### src/rtl/mem_arbiter_if.sv
// Bus bundle between the two cache controllers, the arbiter and main memory.
// master: arbiter view (drives done/rdata toward caches and mem_* toward memory).
// slave: environment view (caches and memory model), directions mirrored.
interface mem_arbiter_if #(
  parameter int ADDR_W = 32,
  parameter int LINE_W = 128
);
  // I-cache side
  logic              i_req;
  logic [ADDR_W-1:0] i_addr;
  logic              i_done;
  logic [LINE_W-1:0] i_rdata;
  // D-cache side
  logic              d_req;
  logic              d_we;
  logic [ADDR_W-1:0] d_addr;
  logic [LINE_W-1:0] d_wdata;
  logic              d_done;
  logic [LINE_W-1:0] d_rdata;
  // memory side
  logic              mem_req;
  logic              mem_we;
  logic [ADDR_W-1:0] mem_addr;
  logic [LINE_W-1:0] mem_wdata;
  logic              mem_ack;
  logic [LINE_W-1:0] mem_rdata;

  modport master (
    input  i_req, i_addr, d_req, d_we, d_addr, d_wdata, mem_ack, mem_rdata,
    output i_done, i_rdata, d_done, d_rdata, mem_req, mem_we, mem_addr, mem_wdata
  );

  modport slave (
    output i_req, i_addr, d_req, d_we, d_addr, d_wdata, mem_ack, mem_rdata,
    input  i_done, i_rdata, d_done, d_rdata, mem_req, mem_we, mem_addr, mem_wdata
  );
endinterface

### src/rtl/mem_arbiter.sv
// Purpose: serialise I-cache refills and D-cache refills/write-backs onto one memory port.
// Latency: req seen in IDLE at t -> mem_req at t+1; mem_ack at a -> done at a+1.
// Backpressure: one transaction in flight; later requests wait in IDLE until the current one finishes.
// Ports: clk, rst (async active-low); bus (mem_arbiter_if.master) carrying the I/D cache
// req/done/data and the memory req/ack/data; err = sticky watchdog flag.
// Optional macro ARB_RR_EN: round-robin on contention (default: D-cache has fixed priority).
module mem_arbiter #(
  parameter int ADDR_W      = 32,
  parameter int LINE_W      = 128,
  parameter int TIMEOUT_CYC = 1024
) (
  input  logic             clk,
  input  logic             rst,
  mem_arbiter_if.master    bus,
  output logic             err
);

  localparam int CNT_W = (TIMEOUT_CYC > 2) ? $clog2(TIMEOUT_CYC) : 1;
  localparam logic [CNT_W-1:0] TMO_LAST = CNT_W'(TIMEOUT_CYC - 1);

  typedef enum logic [1:0] {IDLE, BUSY, RESP} state_t;

  state_t            state, state_nxt;
  logic              gnt_d;      // 1 = current grant is the D-cache
  logic              last_d;     // last served requester, 1 = D
  logic              mask_vld;   // first IDLE cycle after RESP: mask last_d side
  logic              lat_we;
  logic [ADDR_W-1:0] lat_addr;
  logic [LINE_W-1:0] lat_wdata;
  logic [CNT_W-1:0]  cnt;
  logic [LINE_W-1:0] i_rdata_q, d_rdata_q;

  logic req_i_eff, req_d_eff, pick_d, timeout, busy;

  // The masked side is always the one just served, which RESP has already
  // recorded in last_d.
  assign req_i_eff = bus.i_req && !(mask_vld && !last_d);
  assign req_d_eff = bus.d_req && !(mask_vld &&  last_d);

`ifdef ARB_RR_EN
  assign pick_d = req_d_eff && (!req_i_eff || !last_d);
`else
  assign pick_d = req_d_eff;
`endif

  assign busy    = (state == BUSY);
  assign timeout = busy && !bus.mem_ack && (cnt == TMO_LAST);

  always_comb begin
    state_nxt = state;
    case (state)
      IDLE:    if (req_i_eff || req_d_eff) state_nxt = BUSY;
      BUSY:    if (bus.mem_ack || timeout) state_nxt = RESP;
      RESP:    state_nxt = IDLE;
      default: state_nxt = IDLE;
    endcase
  end

  always_ff @(posedge clk or negedge rst) begin
    if (!rst) begin
      state     <= IDLE;
      gnt_d     <= 1'b0;
      last_d    <= 1'b0;
      mask_vld  <= 1'b0;
      lat_we    <= 1'b0;
      lat_addr  <= '0;
      lat_wdata <= '0;
      cnt       <= '0;
      err       <= 1'b0;
      i_rdata_q <= '0;
      d_rdata_q <= '0;
    end else begin
      state    <= state_nxt;
      mask_vld <= (state == RESP);
      case (state)
        IDLE: begin
          if (req_i_eff || req_d_eff) begin
            gnt_d     <= pick_d;
            lat_we    <= pick_d && bus.d_we;
            lat_addr  <= pick_d ? bus.d_addr : bus.i_addr;
            lat_wdata <= pick_d ? bus.d_wdata : '0;
          end
        end
        BUSY: begin
          if (bus.mem_ack) begin
            if (!lat_we) begin
              if (gnt_d) d_rdata_q <= bus.mem_rdata;
              else       i_rdata_q <= bus.mem_rdata;
            end
          end else if (timeout) begin
            // Abandon the transaction: report it and hand back a zero line.
            err <= 1'b1;
            if (!lat_we) begin
              if (gnt_d) d_rdata_q <= '0;
              else       i_rdata_q <= '0;
            end
          end else begin
            cnt <= cnt + 1'b1;
          end
        end
        RESP: begin
          last_d <= gnt_d;
          cnt    <= '0;
        end
        default: ;
      endcase
    end
  end

  // Memory outputs are gated by BUSY so they read 0 outside a transaction
  // and drop at once on reset.
  assign bus.mem_req   = busy;
  assign bus.mem_we    = busy && lat_we;
  assign bus.mem_addr  = busy ? lat_addr  : '0;
  assign bus.mem_wdata = busy ? lat_wdata : '0;

  assign bus.i_done  = (state == RESP) && !gnt_d;
  assign bus.d_done  = (state == RESP) &&  gnt_d;
  assign bus.i_rdata = i_rdata_q;
  assign bus.d_rdata = d_rdata_q;

endmodule

### src/flat_wrapper.sv
// flat-port wrapper written by rule: the top's interface ports become plain ports
module mem_arbiter_flat 
#(
  parameter int ADDR_W      = 32,
  parameter int LINE_W      = 128,
  parameter int TIMEOUT_CYC = 1024
)
  (clk, rst, err, bus_i_req, bus_i_addr, bus_d_req, bus_d_we, bus_d_addr, bus_d_wdata, bus_mem_ack, bus_mem_rdata, bus_i_done, bus_i_rdata, bus_d_done, bus_d_rdata, bus_mem_req, bus_mem_we, bus_mem_addr, bus_mem_wdata);
  mem_arbiter_if #(.ADDR_W(ADDR_W), .LINE_W(LINE_W)) bus_i ();
  input  logic clk;
  input  logic rst;
  output logic err;
  input wire logic [$bits(bus_i.i_req)-1:0] bus_i_req;
  input wire logic [$bits(bus_i.i_addr)-1:0] bus_i_addr;
  input wire logic [$bits(bus_i.d_req)-1:0] bus_d_req;
  input wire logic [$bits(bus_i.d_we)-1:0] bus_d_we;
  input wire logic [$bits(bus_i.d_addr)-1:0] bus_d_addr;
  input wire logic [$bits(bus_i.d_wdata)-1:0] bus_d_wdata;
  input wire logic [$bits(bus_i.mem_ack)-1:0] bus_mem_ack;
  input wire logic [$bits(bus_i.mem_rdata)-1:0] bus_mem_rdata;
  output wire logic [$bits(bus_i.i_done)-1:0] bus_i_done;
  output wire logic [$bits(bus_i.i_rdata)-1:0] bus_i_rdata;
  output wire logic [$bits(bus_i.d_done)-1:0] bus_d_done;
  output wire logic [$bits(bus_i.d_rdata)-1:0] bus_d_rdata;
  output wire logic [$bits(bus_i.mem_req)-1:0] bus_mem_req;
  output wire logic [$bits(bus_i.mem_we)-1:0] bus_mem_we;
  output wire logic [$bits(bus_i.mem_addr)-1:0] bus_mem_addr;
  output wire logic [$bits(bus_i.mem_wdata)-1:0] bus_mem_wdata;
  assign bus_i.i_req = bus_i_req;
  assign bus_i.i_addr = bus_i_addr;
  assign bus_i.d_req = bus_d_req;
  assign bus_i.d_we = bus_d_we;
  assign bus_i.d_addr = bus_d_addr;
  assign bus_i.d_wdata = bus_d_wdata;
  assign bus_i.mem_ack = bus_mem_ack;
  assign bus_i.mem_rdata = bus_mem_rdata;
  assign bus_i_done = bus_i.i_done;
  assign bus_i_rdata = bus_i.i_rdata;
  assign bus_d_done = bus_i.d_done;
  assign bus_d_rdata = bus_i.d_rdata;
  assign bus_mem_req = bus_i.mem_req;
  assign bus_mem_we = bus_i.mem_we;
  assign bus_mem_addr = bus_i.mem_addr;
  assign bus_mem_wdata = bus_i.mem_wdata;
  mem_arbiter #(.ADDR_W(ADDR_W), .LINE_W(LINE_W), .TIMEOUT_CYC(TIMEOUT_CYC)) u_core (.clk(clk), .rst(rst), .bus(bus_i), .err(err));
endmodule
### config.mk
export PLATFORM = sky130hd
export DESIGN_NAME = mem_arbiter_flat
export DESIGN_NICKNAME = d
export VERILOG_FILES = /design/src/rtl/mem_arbiter_if.sv /design/src/rtl/mem_arbiter.sv /design/src/flat_wrapper.sv
export SDC_FILE = /design/constraint.sdc
export NUM_CORES = 1
export LEC_CHECK = 0
export BUFFER_PORTS_ARGS = -buffer_cell sky130_fd_sc_hd__buf_2
export CORE_AREA = 5 5 289 291
export DETAILED_ROUTE_END_ITERATION = 10
export DIE_AREA = 0 0 294 296
export PLACE_DENSITY = 0.43
export SLEW_MARGIN = 20
export SYNTH_ARGS = -nofsm -noshare
export SYNTH_HDL_FRONTEND = slang
export SYNTH_SLANG_ARGS = --single-unit
### constraint.sdc
create_clock -name clk -period 5.86 [get_ports clk]
set_input_delay 0.586 -clock clk [delete_from_list [all_inputs] [get_ports clk]]
set_output_delay 0.586 -clock clk [all_outputs]
set_load 0.02 [all_outputs]
==> results summary, run 1 <==
The flow ran to the end, and the final reports show no timing, DRC or antenna violations. The number of warnings printed during yosys synthesis is 0. The worst-case clock skew is 9.863 ps.

The sequential share of power is 34.0%. At the worst endpoint, the arrival time is 3150 ps. The worst IR drop on VDD is 303.2 uV.

The measured slew at the worst slew-check pin came out at 1047 ps. Entering global routing, the biggest net connects 146 pins. The number of pins exceeding their max-slew limit in the final report was 0.

The maximum number of buffers from clock root to sink came out at 3. The largest stage delay on the critical path is 680 ps. The portion of the post-synthesis area used by sequential elements is 55.40%. The number of H-tree branching levels came out at 2. The analysis attributes to net switching a power of 0.005531 W. Detailed placement ended at an HPWL of 48890 um. The worst setup path is launched from a flip-flop. The cell area after synthesis is 0.01956 mm^2.

The row count came out at 104. The buffer type at the clock tree root is sky130_fd_sc_hd__clkbuf_16. TritonCTS built the clock tree. The number of global-route vias before repair is 14650. The global-route wire length before repair came out at 98700 um. The leading area contributor after synthesis is sky130_fd_sc_hd__dfrtp_1. The count of endpoints failing hold in the final timing report came to 0. The number of nets in the synthesized netlist is 1662. The area fraction of the dominant cell type after synthesis is 55.40%.

The worst setup path is captured at an output port. The initial antenna violation count is 30. The worst pin sits at a relative slew slack of 30.20%.

The area growth from synthesis to layout came out at 32.84%. The register area is 0.01084 mm^2. Yosys attributes the largest share of cell area to sky130_fd_sc_hd__dfrtp_1 55%, sky130_fd_sc_hd__mux2_4 18%, sky130_fd_sc_hd__and2_1 9.3%, sky130_fd_sc_hd__a22o_1 5.8%, sky130_fd_sc_hd__mux2_2 4.6%. The critical-path cell with the highest stage delay is sky130_fd_sc_hd__inv_4. In this run the static leakage power is 13.40 nW.

The number of buffer cells added on primary ports came out at 746. Clock tree synthesis inserted a total of 53 buffers. Setup repair after global routing left no endpoint under its margin. The share of flip-flops with an asynchronous set or reset came out at 100.0%. In the final routed layout, each cell accounts on average for 21.40 um. The share of total power consumed by net switching is 37.61%. The floorplan die width is 294 um. The via count of the routed design came out at 13550.

The final wirelength is 67830 um. The number of buffers and inverters on the critical path is 3. Traced cell by cell, the critical path runs through nand2b_1 > inv_4 > buf_4 > and2_1 > buf_2. The top cell family by delay on the critical path is buffers and inverters. The clock transition at the register clock pins on the worst setup and hold paths after CTS came out at 60 ps. In this run the most critical hold path is launched from bus_d_wdata[24].

The effective utilization at floorplan came out at 24.36%. Cell internal power was estimated by the tool at 0.009175 W. The placed cell area is 0.02406 mm^2. The number of fill cells in the layout is 8148.

Dividing total power by cell area gives a power density of 566.0 mW/mm^2. The die outline area came out at 0.08702 mm^2. The final setup violation count is 0.

The library cell used most frequently in the layout, excluding fill and tap cells, is sky130_fd_sc_hd__buf_2. The clock latency at the later pin of the worst-skew pair is 580 ps. The number of gates resized after cts is 0.

The top cell types in the final layout, fill and taps aside, are 744 x sky130_fd_sc_hd__buf_2, 433 x sky130_fd_sc_hd__dfrtp_1, 290 x sky130_fd_sc_hd__and2_1. In this run the worst path has a maximum fanout of 109. The clock share of power came out at 23.9%.

The max-capacitance violation count came out at 0. The startpoint of the most critical setup path is u_core.state[1]$_DFFE_PN0P_. The number of distinct library cells after synthesis came out at 40. The final sum of negative setup slack is 0 ps. The required time at the worst-slack endpoint is 5270 ps. The multi-input combinational cells in the finished layout cover a total of 0.007921 mm^2. The violation count after the first detailed-route iteration came out at 446. The count of antenna-violating nets left after detailed routing came out at 0. The final critical-path share of the clock period came out at 63.68%.

The floorplan die height is 296 um. Counting flops with a built-in enable in the synthesized netlist gives 0. The number of I/O pins came out at 747. The number of search-and-repair iterations in the first detailed-routing pass came out at 5. For this run, design rule violations remaining after detail routing come to 0. The post-CTS repair timing setup buffer count came out at 0.

The reg-to-reg startpoint is u_core.cnt[0]$_DFFE_PN0P_. With fillers left out, the area of the finished cells amounts to 0.02598 mm^2. Of the cells placed in the final design, the portion with a size suffix greater than 1 is 56.39%. The aggregate global routing overflow is 0. The via density per instance came out at 4.275. Counting I/O delays and the setup requirement, the final critical path takes 3732 ps.

After technology mapping, the gate count stands at 1335. The mean post-synth cell area came out at 14.65 um^2. Routability-driven placement finished with a final weighted congestion of 0.7973.

Of the total power, combinational logic draws 42.1%. The overall routing resource usage came out at 14.72%. The most used flip-flop cell after synthesis is sky130_fd_sc_hd__dfrtp_1. The post-synthesis sequential element count came out at 433. The min-delay analysis places its worst path in the category in2reg. The core region is 0.08029 mm^2. The type of the worst setup path is reg2out.

The clock sink total is 433. The maximum clock frequency is 268.0 MHz. The number of nets in the final layout is 2385.
power groups by stage:
stage	Clock (W)	Combinational, W	Sequential, W
6_report	0.00352	0.00618	0.00500
5_1_grt	0.00377	0.00660	0.00516
4_1_cts	0.00366	0.00632	0.00501
3_5_place_dp	0	0.00633	0.00501
3_3_place_gp	0	0.00626	0.00501
2_1_floorplan	0	0.00337	0.00576
repair_timing:
action | CTS | global route
endpoints found under the hold margin | 75 | 0
setup endpoints to repair | 0 | 0
hold buffers | 1 | 0
worst paths after layout:
check / slack (ps) / cells after the start / end
min in group asynchronous: 580 / 2 / u_core.bus.i_rdata[77]$_DFFE_PN0P_
worst min-delay path: 220 / 2 / u_core.lat_wdata[24]$_DFFE_PN0P_
worst min register to register: 450 / 1 / u_core.err$_DFFE_PN0P_
max in group asynchronous: 3880 / 3 / u_core.lat_wdata[94]$_DFFE_PN0P_
worst max-delay path: 2130 / 5 / bus_mem_wdata[97]
worst max register to register: 2660 / 6 / u_core.bus.d_rdata[113]$_DFFE_PN0P_
flip-flops by register name (all words and copies together) (netlist names):
name / cells
u_core.lat_addr: 32
u_core.bus.i_rdata: 128
u_core.lat_we: 1
u_core.gnt_d: 1
u_core.mask_vld: 1
u_core.err: 1
u_core.cnt: 10
u_core.state: 2
u_core.bus.d_rdata: 128
u_core.lat_wdata: 128
u_core.last_d: 1
cell type report:
cell class | instances | share of cell area, %
sequential | 433 | 41.70
timing repair buffer | 764 | 15.24
multi-input combinational | 799 | 30.49
inverter | 7 | 0.1108
clock buffer | 77 | 6.154
antenna | 12 | 0.1156
clock inverter | 18 | 1.088
tap | 1060 | 5.104
metal layers:
metal,GRT usage [%],up-vias,routed length [um]
met1,18.09,6760,27240
met4,3.137,16,1332
met5,0,-,103
li1,-,6110,-
met2,24.83,564,32470
met3,5.579,101,6677
synthesized netlist by cell type, drive strengths merged, types with 4 or more instances:
master  number
a21o         4
a21oi        5
a22o       129
and2       291
buf         35
clkbuf      61
dfrtp      433
inv          6
mux2       320
nand2        7
nor2         6
per-stage QoR:
step	setup WS [ps]	utilization, %	std cells	hold WS (ps)	power [W]
floorplan	3648	-	1335	290.4	0.009127
global placement	2615	29.97	3062	444.2	0.01126
detailed placement	2586	29.97	3062	442.9	0.01134
CTS	2021	32.32	3158	152.5	0.01499
global route	1852	32.33	3160	170.1	0.01554
finish	2128	32.36	3170	221.9	0.01471
kinds of logic after synthesis:
kind of cell | share of synthesized area [%]
adder cells (fa/ha/maj) | 0.06396
AO/OA/AOI/OAI | 6.800
XOR/XNOR | 0.04479
flip-flops | 55.40
multiplexers | 23.18
buffers and inverters | 4.216
AND/OR/NAND/NOR | 10.29
(Power assumes the default switching activity.)
==> run 2: changes to the inputs <==
CORE_AREA = 5 5 288 290   (was 5 5 289 291)
DIE_AREA = 0 0 293 295   (was 0 0 294 296)
PLACE_DENSITY = 0.44   (was 0.43)
clock period = 3.7 ns   (was 5.86 ns; I/O delays follow)
==> results summary, run 2 (synthesized netlist as in run 1, its figures left out) <==
The run finished with clean final reports. The aggregate global routing overflow is 0. The routed metal-1 wire length is 27630 um. The overall routing resource usage is 15.00%.

The instance count along the most critical hold path is 2. The worst setup margin is 734.4 ps. The met3 wire length is 5356 um. The effective utilization at floorplan came out at 24.44%. The final critical-path share of the clock period came out at 80.15%.

Adding up every negative setup slack in the final design gives 0 ps. The die outline area is 0.08644 mm^2. The row count came out at 104.

The worst-case clock skew came out at 38.39 ps. The worst setup path is of the reg2out kind. At the end of routability-driven placement, the weighted congestion stood at 0.8095. Setup repair after global routing left no endpoint under its margin. The DRC violations left came out at 0. The number of fill cells in the layout is 8075. The required time at the worst-slack endpoint is 3330 ps. The maximum number of pins on one net before global-route repair is 100.

TritonCTS built the clock tree. The routed wire length on met2 came out at 33200 um. The area growth from synthesis to layout came out at 39.18%. The worst setup path is launched from a flip-flop. The routed design could run at a clock period as short as 2966 ps.

The initial antenna violation count is 16. The core region area came out at 0.08003 mm^2. With fillers left out, the area of the finished cells amounts to 0.02722 mm^2. The number of nets in the final layout came out at 2520. The highest metal layer carrying signal wires in the routed design is met5. The count of endpoints failing hold in the final timing report is 0.

The maximum fanout encountered on the critical timing path came out at 73. Summing all placed instances gives a cell area of 0.02427 mm^2. For the worst-skew pair, the clock arrives at the later sink with an insertion delay of 590 ps. The floorplan die width is 293 um.

The routed layout has 14060 vias. The floorplan die height came out at 295 um. The violation count after the first detailed-route iteration is 519. The number of I/O pins came out at 747. The placed wire-length estimate came out at 50700 um. Clock-pin slew was measured on the worst setup and hold paths at 60 ps. The number of search-and-repair iterations in the first detailed-routing pass came out at 5. The area of the multi-input gates came out at 0.007921 mm^2. STA classifies the critical path endpoint as an output port. The number of global-route vias before repair was 15550. The min-delay analysis places its worst path in the category in2reg.

Port buffering added 746 buffers. Dividing total power by cell area gives a power density of 842.2 mW/mm^2. The worst slack at placement is 862.3 ps. Using the TritonRoute via totals, the vias-per-cell ratio works out to 4.244. The worst slew margin relative to its limit came out at 39.59%.

The number of H-tree branching levels is 2. The post-route netlist has 53.27% of its cells at a drive strength greater than 1. The final wirelength is 68340 um. The register area is 0.01084 mm^2.

After detailed routing, the average wire length per cell comes to 20.63 um. The max-capacitance violation count is 0. The measured slew at the worst slew-check pin came out at 906.1 ps. The number of CTS-inserted buffers is 51. Based on the critical path, the design can be clocked at up to 337.2 MHz. The global-route wire length before repair came out at 101000 um.

The maximum number of buffers from clock root to sink came out at 3. The library cell used most frequently in the layout, excluding fill and tap cells, is sky130_fd_sc_hd__buf_2. The clock sink total is 433.

Across the VDD grid, the largest voltage drop is 339.8 uV. For this design the static power due to leakage is 13.91 nW. The path depth of the worst reg2reg path is 7.

The count of antenna-violating nets left after detailed routing is 0. The data arrival time of the worst path is 2600 ps. The number of pins exceeding their max-slew limit in the final report came out at 0.

Setup violations remaining at the end of the flow were counted as 0. The root buffer cell chosen for the clock tree is sky130_fd_sc_hd__clkbuf_16. The top cell types in the final layout, fill and taps aside, are 744 x sky130_fd_sc_hd__buf_2, 433 x sky130_fd_sc_hd__dfrtp_1, 290 x sky130_fd_sc_hd__and2_1.
run 2: worst paths after layout:
check	start	slack (ps)	end
setup / recovery	u_core.state[1]$_DFFE_PN0P_	730	bus_mem_addr[12]
hold / removal	bus_d_wdata[124]	50	u_core.lat_wdata[124]$_DFFE_PN0P_
setup reg to reg	u_core.cnt[0]$_DFFE_PN0P_	870	u_core.bus.i_rdata[94]$_DFFE_PN0P_
hold reg to reg	u_core.err$_DFFE_PN0P_	460	u_core.err$_DFFE_PN0P_
max in group asynchronous	rst	2260	u_core.lat_wdata[114]$_DFFE_PN0P_
min in group asynchronous	rst	480	u_core.bus.d_rdata[97]$_DFFE_PN0P_
run 2: timing repair:
item / in CTS / in global routing
endpoints found under the hold margin: 212 / 0
hold buffers: 124 / 0
buffers inserted: 0 / 0
resized for setup: 0 / 0
run 2: power breakdown:
part,switching [W],internal [W]
clock,0.00203,0.00296
sequential,0.00117,0.00674
combinational,0.00554,0.00448
run 2: through the flow:
stage	total power (W)	cells	hold WS, ps	util, %
after global routing	0.02417	3298	16.76	33.97
after detailed placement	0.01802	3076	452.8	30.32
final	0.02292	3312	53.85	34.02
after CTS	0.02331	3292	1.096	33.95
after global placement	0.01793	3076	444.9	30.32
after floorplan	0.01446	1335	74.41	-
run 2: area by class of cell:
| class | count | area share, % |
|---|---|---|
| sequential | 433 | 39.81 |
| tap | 1060 | 4.872 |
| timing repair buffer | 901 | 19.82 |
| inverter | 7 | 0.1057 |
| clock inverter | 15 | 0.5470 |
| clock buffer | 77 | 5.566 |
| multi-input combinational | 799 | 29.10 |
| antenna | 20 | 0.1839 |
run 2: critical path: stages, from the launching register on:
cell                       delay (ps)
sky130_fd_sc_hd__dfrtp_1          410
sky130_fd_sc_hd__nand2b_1         310
sky130_fd_sc_hd__inv_4            530
sky130_fd_sc_hd__buf_4            380
sky130_fd_sc_hd__and2_1           190
sky130_fd_sc_hd__buf_2            170
run 2: per-layer routing:
metal	global-route usage, %	vias to the layer above
met5	0	-
met4	4.318	6
met3	4.612	104
met2	25.69	588
met1	18.35	6948
li1	-	6411
==> run 3: changes to the inputs <==
CORE_AREA = 5 5 287 289   (was 5 5 288 290)
DIE_AREA = 0 0 292 294   (was 0 0 293 295)
PLACE_DENSITY = 0.46   (was 0.44)
clock period = 2.5 ns   (was 3.7 ns; I/O delays follow)
==> results summary, run 3 (synthesized netlist as in run 1, its figures left out) <==
The count of nets left with antenna violations once routing finished came out at 0. The type of the worst setup path is reg2reg. Registers take 0.01084 mm^2.

The floorplan die width is 292 um. The worst setup path is captured at a flip-flop. The final sum of negative setup slack came out at 0 ps. The placed wire-length estimate came out at 49880 um.

For this configuration, the core starts out at a cell density of 24.56%. In the routed layout, each cell is associated on average with a via count of 4.291. The violation count after the first detailed-route iteration came out at 556.

The post-layout total power is 0.03503 W. Traced cell by cell, the critical path runs through ha_1 > and4_4 > nand3_4 > a2111oi_4 > buf_12 > buf_12 > mux2_2. The buffer type at the clock tree root is sky130_fd_sc_hd__clkbuf_16. The final wirelength is 68870 um. The clock latency at the later pin of the worst-skew pair came out at 580 ps. The tightest min-delay check is of the in2reg type.

The maximum number of pins on one net before global-route repair came out at 115. Subtracting the final worst setup slack from the clock period gives 2379 ps. The largest stage delay on the critical path came out at 430 ps. Hold timing on the final database bottoms out at a slack of 57.31 ps. The clock transition at the register clock pins on the worst setup and hold paths after CTS came out at 60 ps. The filler cells instantiated in the layout total 7956.

The library cells used most frequently in the layout, excluding fill and tap cells, are 744 x sky130_fd_sc_hd__buf_2, 433 x sky130_fd_sc_hd__dfrtp_1, 290 x sky130_fd_sc_hd__and2_1. For this design, the slowest cell found on the critical path is sky130_fd_sc_hd__a2111oi_4. The number of pins exceeding their max-slew limit in the final report is 0. For the worst setup path, the data required time is 2960 ps. Grouping stages by cell kind, the critical path spends the most delay in buffers and inverters.

The share of post-route cells with drive strength above 1 came out at 52.52%. The DRC violations left is 0. The number of search-and-repair iterations in the first detailed-routing pass came out at 5. The worst slew margin relative to its limit came out at 55.68%.

The most numerous cell on the critical path is sky130_fd_sc_hd__buf_12. The row count is 104. At the end of the flow, the number of nets in the layout was 2605.

The floorplan die height is 294 um. The worst setup path is launched from a flip-flop. The number of buffer cells added on primary ports is 746. The total power density per cell area came out at 1240 mW/mm^2. The die outline area came out at 0.08585 mm^2. The global-route wire length before repair came out at 102200 um. The maximum number of buffers from clock root to sink is 3. The worst IR drop on VDD is 608.8 uV.

In this run the worst path has a maximum fanout of 20. Setup repair after global routing left no endpoint under its margin. The weighted congestion reported at the end of routability-driven placement is 0.8236. The number of CTS-inserted buffers is 49. The number of global-route vias before repair came out at 15870.

From synthesis to final layout, the design area changed by 44.42%. Global routing used 15.18% of the available tracks across all layers. The most common cell after layout, fill and taps aside is sky130_fd_sc_hd__buf_2. The data arrival time of the worst path is 2840 ps. The count of endpoints failing hold in the final timing report came out at 0. The routed layout has 14510 vias. The maximum clock frequency is 420.4 MHz.

The wire length per cell after detailed routing came out at 20.36 um. Summing all multi-input logic gate instances after layout gives 0.007929 mm^2. The flow ran to the end, and the final reports show no timing, DRC or antenna violations. The number of buffers and inverters on the critical path came out at 2.

The measured slew at the worst slew-check pin is 664.8 ps. The static leakage came out at 14.39 nW. The clock sink total came out at 433. The initial antenna violation count came to 13. Setup violations remaining at the end of the flow were counted as 0.

The final critical-path share of the clock period is 95.15%. The aggregate global routing overflow is 0. TritonCTS built the clock tree. The core region area is 0.07964 mm^2.

The max-capacitance violation count is 0. The number of I/O pins is 747. The clock tree synthesis step divided the H-tree into 2 levels. The worst-case clock skew came out at 25.23 ps.
## run 3: changes by cell type in the layout (fill, tap and decap cells not counted), sizes merged
cell | previous run | this run
clkinvlp | 1 | 3
dlygate4sd3 | 124 | 190
bufinv | 2 | 10
clkinv | 10 | 13
clkbuf | 77 | 63
diode | 20 | 5
buf | 777 | 797
## run 3: path summary, 6_finish.rpt
kind	start	endpoint	slack [ps]	cells past startpoint
max	u_core.cnt[0]$_DFFE_PN0P_	u_core.bus.i_rdata[6]$_DFFE_PN0P_	120	7
min	bus_mem_rdata[125]	u_core.bus.i_rdata[125]$_DFFE_PN0P_	60	3
max reg2reg	u_core.cnt[0]$_DFFE_PN0P_	u_core.bus.i_rdata[6]$_DFFE_PN0P_	120	7
max in group asynchronous	rst	u_core.bus.d_rdata[42]$_DFFE_PN0P_	1420	3
min reg2reg	u_core.err$_DFFE_PN0P_	u_core.err$_DFFE_PN0P_	460	1
min in group asynchronous	rst	u_core.bus.i_rdata[100]$_DFFE_PN0P_	240	2
## run 3: repair_timing
item,in CTS,in global routing
hold buffers,190,0
endpoints found under the hold margin,221,0
gates resized for setup,4,2
setup endpoints to repair,115,27
setup buffers,0,0
gates cloned,2,0
## run 3: final cells by class
type	instances	share of cell area [%]
diodes	5	0.04429
clock buffers	63	4.926
clock inverters	27	1.422
inverters	7	0.1107
multi-input cells	799	28.07
flip-flops and latches	433	38.36
well taps	1060	4.695
repair buffers	987	22.35
repair inverters	1	0.02658
## run 3: worst min-delay path, cell delays in order
cell and delay (ps):
sky130_fd_sc_hd__buf_2 70, sky130_fd_sc_hd__and2_1 140, sky130_fd_sc_hd__mux2_4 140
## run 3: routing by layer
layer | part of all wire, % | GRT usage, %
met3 | 7.9 | 4.732
met5 | 0.067 | 0
met4 | 3.3 | 4.918
met2 | 49 | 26.04
met1 | 40 | 18.22
## run 3: per-stage QoR
| step | std cells | utilization [%] | cell area (um^2) | setup WS [ps] |
|---|---|---|---|---|
| finish | 3382 | 35.47 | 28250 | 121.3 |
| global route | 3378 | 35.46 | 28240 | 12.54 |
| CTS | 3377 | 35.46 | 28240 | 44.33 |
| detailed placement | 3095 | 30.74 | 24480 | 122.8 |
| global placement | 3095 | 30.74 | 24480 | 127.9 |
| floorplan | 1335 | - | 19560 | 288.5 |
## run 3: report_power, final
group | total [W] | switching (W) | leakage, nW | internal, W
sequential | 0.0118 | 0.00181 | 5.53 | 0.00997
combinational | 0.0152 | 0.00825 | 7.97 | 0.00693
clock | 0.00807 | 0.00310 | 0.886 | 0.00496
total | 0.0350 | 0.0132 | 14.4 | 0.0219
